[src/rtl/mem_access_arbiter.sv]
`timescale 1ns/1ps
// -----------------------------------------------------------------------------
// mem_access_arbiter
//
// Front end for the unified 16-bit, big-endian, byte-addressed instruction/data
// memory. Two requesting channels share the memory's single port:
//   * instruction fetch (if_*)
//   * load/store        (d_*)
// Each request is checked for alignment and region when it is granted. A
// faulting request never reaches the memory and is answered on the next cycle.
// A legal request is serialised onto the registered memory pins, and the
// combinational memory result is captured. Every request is answered with a
// one-cycle ack pulse on its own channel.
//
// Ports
//   clk, rest        clock; asynchronous active-high reset
//   if_req/if_addr   fetch request (held until if_ack) and byte address
//   if_ack/if_rdata/if_fault
//                    completion pulse, fetched word, region/alignment fault
//   d_req/d_we/d_addr/d_wdata
//                    data request (held until d_ack), store flag, address, data
//   d_ack/d_rdata/d_fault
//                    completion pulse, loaded word (0 for stores), fault
//   mem_address/mem_read/mem_write/mem_write_data
//                    registered memory pins
//   mem_result       combinational read data from the memory
//   busy             FSM is not in IDLE
// -----------------------------------------------------------------------------
module mem_access_arbiter #(
  parameter int IMEM_TOP       = 1023,
  parameter int DMEM_BASE      = 1024,
  parameter int DMEM_TOP       = 4095,
  parameter int MAX_DATA_BURST = 4
) (
  input  logic        clk,
  input  logic        rest,
  input  logic        if_req,
  input  logic [15:0] if_addr,
  output logic        if_ack,
  output logic [15:0] if_rdata,
  output logic        if_fault,
  input  logic        d_req,
  input  logic        d_we,
  input  logic [15:0] d_addr,
  input  logic [15:0] d_wdata,
  output logic        d_ack,
  output logic [15:0] d_rdata,
  output logic        d_fault,
  output logic [15:0] mem_address,
  output logic        mem_read,
  output logic        mem_write,
  output logic [15:0] mem_write_data,
  input  logic [15:0] mem_result,
  output logic        busy
);

  localparam int             BW         = $clog2(MAX_DATA_BURST + 1);
  localparam logic [BW-1:0]  BURST_MAX  = BW'(MAX_DATA_BURST);
  localparam logic [16:0]    IMEM_TOP_L = 17'(IMEM_TOP);
  localparam logic [16:0]    DMEM_BASE_L = 17'(DMEM_BASE);
  localparam logic [16:0]    DMEM_TOP_L = 17'(DMEM_TOP);

  typedef enum logic [2:0] {
    IDLE      = 3'd0,
    FETCH     = 3'd1,
    LOAD      = 3'd2,
    STORE     = 3'd3,
    STORE_REL = 3'd4
  } state_e;

  state_e        state_q, state_d;
  logic [BW-1:0] burst_q, burst_d;

  logic          if_ack_q, if_ack_d;
  logic          if_fault_q, if_fault_d;
  logic [15:0]   if_rdata_q, if_rdata_d;
  logic          d_ack_q, d_ack_d;
  logic          d_fault_q, d_fault_d;
  logic [15:0]   d_rdata_q, d_rdata_d;
  logic [15:0]   mem_address_q, mem_address_d;
  logic          mem_read_q, mem_read_d;
  logic          mem_write_q, mem_write_d;
  logic [15:0]   mem_write_data_q, mem_write_data_d;

  // Region / alignment checks. The +1 is done 17 bits wide so that 0xFFFF
  // cannot wrap around into a legal range.
  logic [16:0] if_addr_p1, d_addr_p1;
  logic        if_legal, d_legal;

  assign if_addr_p1 = {1'b0, if_addr} + 17'd1;
  assign d_addr_p1  = {1'b0, d_addr} + 17'd1;
  assign if_legal   = ~if_addr[0] & (if_addr_p1 <= IMEM_TOP_L);
  assign d_legal    = ~d_addr[0] & ({1'b0, d_addr} >= DMEM_BASE_L) & (d_addr_p1 <= DMEM_TOP_L);

  // Arbitration. A channel whose ack is showing this cycle is not eligible,
  // because its requester may still be holding the old request. Data has
  // priority: a raised d_req (even one that is locked out) holds off the fetch
  // unless the burst limit is reached, so a data requester streaming
  // back-to-back accesses keeps the port until MAX_DATA_BURST grants.
  logic if_pend, d_pend, burst_full, grant_if, grant_d;

  assign if_pend    = if_req & ~if_ack_q;
  assign d_pend     = d_req & ~d_ack_q;
  assign burst_full = (burst_q == BURST_MAX);
  assign grant_if   = (state_q == IDLE) & if_pend & (burst_full | ~d_req);
  assign grant_d    = (state_q == IDLE) & d_pend & ~grant_if;

  // State register (all registered outputs included).
  always_ff @(posedge clk or posedge rest) begin
    if (rest) begin
      state_q          <= IDLE;
      burst_q          <= '0;
      if_ack_q         <= 1'b0;
      if_fault_q       <= 1'b0;
      if_rdata_q       <= 16'h0000;
      d_ack_q          <= 1'b0;
      d_fault_q        <= 1'b0;
      d_rdata_q        <= 16'h0000;
      mem_address_q    <= 16'h0000;
      mem_read_q       <= 1'b0;
      mem_write_q      <= 1'b0;
      mem_write_data_q <= 16'h0000;
    end else begin
      state_q          <= state_d;
      burst_q          <= burst_d;
      if_ack_q         <= if_ack_d;
      if_fault_q       <= if_fault_d;
      if_rdata_q       <= if_rdata_d;
      d_ack_q          <= d_ack_d;
      d_fault_q        <= d_fault_d;
      d_rdata_q        <= d_rdata_d;
      mem_address_q    <= mem_address_d;
      mem_read_q       <= mem_read_d;
      mem_write_q      <= mem_write_d;
      mem_write_data_q <= mem_write_data_d;
    end
  end

  // Next-state logic: FSM and burst counter.
  always_comb begin
    state_d = state_q;
    case (state_q)
      IDLE: begin
        if (grant_if && if_legal) begin
          state_d = FETCH;
        end else if (grant_d && d_legal) begin
          state_d = d_we ? STORE : LOAD;
        end
      end
      FETCH:     state_d = IDLE;
      LOAD:      state_d = IDLE;
      STORE:     state_d = STORE_REL;
      STORE_REL: state_d = IDLE;
      default:   state_d = IDLE;
    endcase

    // Counts data grants made while a fetch is waiting; faulting data grants
    // count as grants too.
    burst_d = burst_q;
    if (!if_req || grant_if) begin
      burst_d = '0;
    end else if (grant_d && !burst_full) begin
      burst_d = burst_q + 1'b1;
    end
  end

  // Output logic: next values of the registered outputs.
  always_comb begin
    if_ack_d         = 1'b0;
    if_fault_d       = 1'b0;
    if_rdata_d       = if_rdata_q;
    d_ack_d          = 1'b0;
    d_fault_d        = 1'b0;
    d_rdata_d        = d_rdata_q;
    mem_address_d    = 16'h0000;
    mem_read_d       = 1'b0;
    mem_write_d      = 1'b0;
    mem_write_data_d = 16'h0000;

    case (state_q)
      IDLE: begin
        if (grant_if) begin
          if (if_legal) begin
            mem_address_d = if_addr;
          end else begin
            if_ack_d   = 1'b1;
            if_fault_d = 1'b1;
            if_rdata_d = 16'h0000;
          end
        end else if (grant_d) begin
          if (d_legal) begin
            mem_address_d    = d_addr;
            mem_read_d       = ~d_we;
            mem_write_d      = d_we;
            mem_write_data_d = d_we ? d_wdata : 16'h0000;
          end else begin
            d_ack_d   = 1'b1;
            d_fault_d = 1'b1;
            d_rdata_d = 16'h0000;
          end
        end
      end
      FETCH: begin
        if_ack_d   = 1'b1;
        if_rdata_d = mem_result;
      end
      LOAD: begin
        d_ack_d   = 1'b1;
        d_rdata_d = mem_result;
      end
      STORE: begin
        // Write strobe drops, address and data stay put for one release cycle.
        mem_address_d    = mem_address_q;
        mem_write_data_d = mem_write_data_q;
      end
      STORE_REL: begin
        d_ack_d   = 1'b1;
        d_rdata_d = 16'h0000;
      end
      default: ;
    endcase
  end

  assign if_ack         = if_ack_q;
  assign if_fault       = if_fault_q;
  assign if_rdata       = if_rdata_q;
  assign d_ack          = d_ack_q;
  assign d_fault        = d_fault_q;
  assign d_rdata        = d_rdata_q;
  assign mem_address    = mem_address_q;
  assign mem_read       = mem_read_q;
  assign mem_write      = mem_write_q;
  assign mem_write_data = mem_write_data_q;
  assign busy           = (state_q != IDLE);

endmodule
[config.mk]
export PLATFORM = sky130hd
export DESIGN_NAME = mem_access_arbiter
export DESIGN_NICKNAME = d
export VERILOG_FILES = /design/src/rtl/mem_access_arbiter.sv
export SDC_FILE = /design/constraint.sdc
export NUM_CORES = 1
export LEC_CHECK = 0
export CAP_MARGIN = 20
export CELL_PAD_IN_SITES_DETAIL_PLACEMENT = 1
export CELL_PAD_IN_SITES_GLOBAL_PLACEMENT = 2
export CORE_UTILIZATION = 25
export CTS_CLUSTER_SIZE = 24
export DETAILED_ROUTE_END_ITERATION = 16
export PLACE_DENSITY_LB_ADDON = 0.05
export SLEW_MARGIN = 20
export SYNTH_ARGS = -nofsm -noshare
export SYNTH_HDL_FRONTEND = slang
export SYNTH_SLANG_ARGS = --single-unit
export TNS_END_PERCENT = 30
[constraint.sdc]
create_clock -name clk -period 5.8 [get_ports clk]
set_clock_uncertainty 0.2 [all_clocks]
set_input_delay 0.87 -clock clk [delete_from_list [all_inputs] [get_ports clk]]
set_output_delay 0.87 -clock clk [all_outputs]
set_load 0.01 [all_outputs]
==> Yosys cells after proc, flatten, opt, wreduce, memory -nomap -nowiden <==
Cells that the tools add are included.
{ "totals": {"register_bits": 76, "in_bits": 69, "out_inout_bits": 71, "elab_cells": 100} }
{ "op_classes": {"add_sub_neg": 3, "order_cmp": 3, "n_eq_ne": 11, "mux": 40, "bitwise_logic": 17, "reduce_logical": 14} }
{ "op_table": {"columns": ["cell", "n"], "rows": [
  ["16-bit 2-to-1 mux", 13],
  ["16-bit one-hot mux with 2 select lines", 3],
  ["16-bit one-hot mux with 3 select lines", 1],
  ["16-bit by 1-bit adder with 17-bit output, second input constant", 2],
  ["17-bit by 10-bit less-or-equal comparator with 1-bit output, second input constant", 1],
  ["17-bit by 12-bit less-or-equal comparator with 1-bit output, second input constant", 1],
  ["16-bit by 11-bit >= comparator with 1-bit output, second input constant", 1],
  ["1-bit 2-to-1 mux", 16],
  ["3-bit 2-to-1 mux", 4],
  ["2-bit inequality test, second input constant", 5],
  ["1-bit bitwise AND", 9],
  ["1-bit NOT", 7],
  ["3-bit by 2-bit equality test with 1-bit output, second input constant", 2],
  ["3-bit equality test, second input constant", 2],
  ["3-bit one-hot mux with 2 select lines", 1],
  ["3-bit nonzero test", 2],
  ["1-bit one-hot mux with 2 select lines", 2],
  ["4-bit AND reduction", 1],
  ["2-bit nonzero test", 2],
  ["3-bit by 1-bit adder with 3-bit output, second input constant", 1],
  ["3-bit by 1-bit equality test with 1-bit output, second input constant", 1],
  ["1-bit logical AND", 3],
  ["3-bit zero test", 1],
  ["3-bit by 1-bit inequality test with 1-bit output, second input constant", 1],
  ["other kinds (5)", 6]
]} }

==> Logic depth before layout (Yosys ltp) <==
{ "depth": {"ltp_word": 10, "mapped_depth": 8, "mapped_depth_nobuf": 7} }

==> Least setup slack after synthesis <==
Ideal clock, no wire load.
{ "synth_path": {"kind": "input -> register", "from": "input port if_addr[0]", "to": "register mem_address_q[1] (netlist: mem_address[1])", "setup_ns": 0.126, "arrival_ns": 2.482, "required_ns": 5.474, "setup_slack_ns": 2.992, "cell_stages": 8, "path_buffers": 1, "path_cell_list": "inv_1 ha_1 or4bb_1 o22ai_1 o31a_1 nor4_1 buf_2 a221o_1"} }
{ "synth_via": {"elab_chain_len": 6, "elab_cells_between_ends": 7, "classes_between": "1 x add/sub; 1 x order compare; 3 x mux; 2 x bitwise"} }
{ "synth_rtl": {"columns": ["item", "line", "text"], "rows": [
  ["start, declared", "38", "input logic [15:0] if_addr,"],
  ["16-bit by 1-bit adder with 17-bit output", "90", "assign if_addr_p1 = {1'b0, if_addr} + 17'd1;"],
  ["17-bit by 10-bit less-or-equal comparator with 1-bit output", "92", "assign if_legal = ~if_addr[0] & (if_addr_p1 <= IMEM_TOP_L);"],
  ["1-bit bitwise AND *", "92", null],
  ["16-bit 2-to-1 mux *", "183", "if (if_legal) begin"],
  ["16-bit 2-to-1 mux *", "182", "if (grant_if) begin"],
  ["16-bit one-hot mux with 2 select lines *", "180", "case (state_q)"],
  ["end signal, assigned", "132", "mem_address_q <= mem_address_d;"],
  ["end, declared", "80", "logic [15:0] mem_address_q, mem_address_d;"]
]} }
Mark *: on every way between the ends. The rest lies on a longest branch, timed or not.
A chain may end at the register's enable or synchronous reset.

==> Worst setup path in the final report <==
{ "layout_path": {"from": "input port if_addr[0]", "to": "register if_rdata_q[6] (netlist: if_rdata[6])"} }
{ "layout_via": {"elab_chain_len": 5, "elab_cells_between_ends": 6, "classes_between": "1 x add/sub; 1 x order compare; 1 x eq/ne; 2 x bitwise; 1 x reduce/logical"} }
{ "layout_rtl": {"columns": ["item", "line", "text"], "rows": [
  ["16-bit by 1-bit adder with 17-bit output", "90", null],
  ["17-bit by 10-bit less-or-equal comparator with 1-bit output", "92", null],
  ["1-bit bitwise AND *", "92", null],
  ["2-bit inequality test (no line) *", null, null],
  ["3-bit AND reduction (no line) *", null, null],
  ["end signal, assigned", "128", "if_rdata_q <= if_rdata_d;"],
  ["end, declared", "76", "logic [15:0] if_rdata_q, if_rdata_d;"]
]} }
Marks and branches as above.

==> impl_metrics.yaml <==
yosys:
  synthesis.instances: 325
  netlist.area_leader.share_pct: 55.60
  synthTopCellsByArea: "dfrtp_1, nand2_1, a32o_1"
  yosysSeqAreaShare_pct: 55.60
  ys_types: 43
  yosysTopAreaCell: "dfrtp_1"
  synth_seq_cells: 76
  avgSynthCellArea_um2: 10.53
  synth_nets: 400
  syn_area_um2: 3421
  synth_edf_count: 0
  ys_async_sr_fraction_pct: 100.0
  ys.flop_type: "dfrtp_1"
  yosysWarnings: 0
cells_and_area:
  layout_commonest_cell: "clkdlybuf4s50_1"
  final.fill_count: 1464
  finalNonFillerCells: 639
  mostFrequentLayoutCells: "clkdlybuf4s50_1, dfrtp_1, nand2_1"
  stdcell_area_um2: 5326
  drive_gt1_share_pct: 5.616
  ff_latch_area_um2: 1902
  nets: 533
  area_delta_synth_final_pct: 55.71
  multi_input_area_um2: 1421
  diodes: 0
placement:
  post-dp-hpwl_um: 7712
  port-buffer-count: 139
  dp.cells: 623
  routabilityCongestion: 0.7966
  dpl_cell_area_um2: 4972
min_path:
  hold_depth: 1
  holdCritPathClass: "reg -> reg"
  worstHoldStart: "mem_address[0]"
  worst_hold_path.endpoint: "mem_address[0]"
worst_setup_path:
  worstPathArrival_ps: 3520
  timing.rr.start: "state_q[0]"
  path_max_fanout: 17
  cp.required_ps: 5790
  setup.worst_path.class: "in -> reg"
  reg2reg_to: "d_rdata[0]"
  ff2ff_path_depth: 4
  cp-end-kind: "flop"
  r2r_slack_ps: 3330
  cp-start-kind: "input port"
route:
  drt_wl_total_um: 11120
  num_vias: 3097
  firstDrtPassIters: 5
  wl_per_cell_um: 17.40
  drt_iter0_markers: 141
  drc_errors: 0
  drtAntennaViolNets: 0
  viasPerCell: 4.847
cts:
  cts_resized: 0
  cts.sinks: 76
  clockBufferDepth: 2
  cts_setup_buffers: 0
  worstSkewPairLatency_ps: 340
  cts-buffers-inserted: 9
  clkTransAtPathRegs_ps: 60
  clock-root-buffer: "clkbuf_16"
  cts-htree-levels: 3
  tritoncts: "built"
  postCtsHoldBufs: 0
floorplanning:
  core_area_um2: 13300
  start_util_pct: 25.73
  die_w_um: 119.0
  dieArea_um2: 14160
  num_rows: 42
  pin_count: 140
  chipHeight_um: 119.0
timing:
  worst_pin_slew_ps: 960.3
  hold_ws_ps: 285.8
  finalSetupTns_ps: 0
  slew_headroom_pct: 35.77
  fin_crit_sh_pct: 60.81
  slew_viol_final: 0
  min_period_ps: 3527
  grt_setup_unrepaired: "false"
  max_freq_mhz: 283.5
  finalHoldViolCount: 0
  setup-violations-final: 0
power:
  p_leak_nw: 2.166
  ir_drop_mv: 0.1319
  powerDensity_nw_per_um2: 248.3
grt:
  gr-total-overflow: 0
  grt_usage_pct: 16.85
  grt_pass1_vias: 3364
  grt_pass1_wl_um: 18340
  antenna_found_initial: 0
  grt_max_degree: 77
flow_run:
  maxCapViolCount: 0
status:
  status: "completed"
## critical path: stages
cell	delay, ps
clkdlybuf4s50_1	630
inv_1	80
ha_1	300
or4bb_1	470
o22ai_1	170
o31a_1	250
o31a_1	540
o21ai_0	190
## per-stage QoR
stage / utilization (%) / power (W) / worst slack (ps)
global route: 40.06 / 0.001382 / 2071
CTS: 39.97 / 0.001349 / 2254
finish: 40.06 / 0.001323 / 2273
global placement: 37.33 / 0.0006894 / 1921
floorplan: - / 0.0005991 / 2792
detailed placement: 37.40 / 0.0006913 / 1897
## final cells by class
cell class	count	share of cell area, %
multi-input combinational	222	26.69
sequential	76	35.71
clock buffer	10	4.299
timing repair buffer	141	26.47
clock inverter	6	2.114
inverter	8	0.5873
tap	176	4.134
## cell usage after synthesis, drive strengths merged, types with 2 or more instances
cell and number:
dfrtp 76, nand2 60, o21ai 33, a22oi 16, a32o 16, and2 15, clkbuf 11, a221o 10
buf 8, inv 8, nand3 7, ha 6, nor2 6, nor3 6, nor4 6, nand4 5
a21o 3, a21oi 3, a211oi 2, a22o 2, mux2i 2, nand2b 2, nor3b 2, o31a 2
or2 2, xnor2 2, xor2 2
## worst max-delay path by stage
stage / startpoint / to / slack, ps
final: if_addr[0] / if_rdata[6] / 2270
after global routing: if_addr[0] / if_rdata[12] / 2070
after CTS: if_addr[0] / if_rdata[4] / 2250
after detailed placement: if_addr[0] / if_rdata[4] / 1900
after global placement: if_addr[0] / mem_address[4] / 1920
after floorplan: rest / burst_q[0] / 2790
## flip-flops by register name, indices dropped and copies added, names as in the netlist
signal and flops:
mem_read 1, if_rdata 16, mem_write_data 16, d_fault 1, burst_q 3, d_rdata 16
state_q 3, mem_address 16, d_ack 1, mem_write 1, if_ack 1, if_fault 1
## metal layers
layer,share of wire [%],GRT usage [%]
met2,47,26.17
met5,0,0
met4,0.85,4.589
met3,7.0,6.801
met1,46,21.57
## logic make-up (layout without fill, tap and decap cells)
group / Yosys count / after routing / share of synthesized area [%]
adder cells (fa/ha/maj): 6 / 6 / 2.195
XOR/XNOR: 4 / 4 / 1.024
AND/OR/NAND/NOR: 117 / 117 / 16.64
buffers and inverters: 27 / 165 / 3.840
multiplexers: 2 / 2 / 0.5852
AO/OA/AOI/OAI: 93 / 93 / 20.12
flip-flops: 76 / 76 / 55.60
## report_power, final
part           switching (W)  internal, W  leakage, nW
combinational      0.0000629    0.0000698        0.956
clock               0.000223     0.000420        0.155
sequential        0.00000646     0.000540         1.05
(Power assumes the default switching activity.)
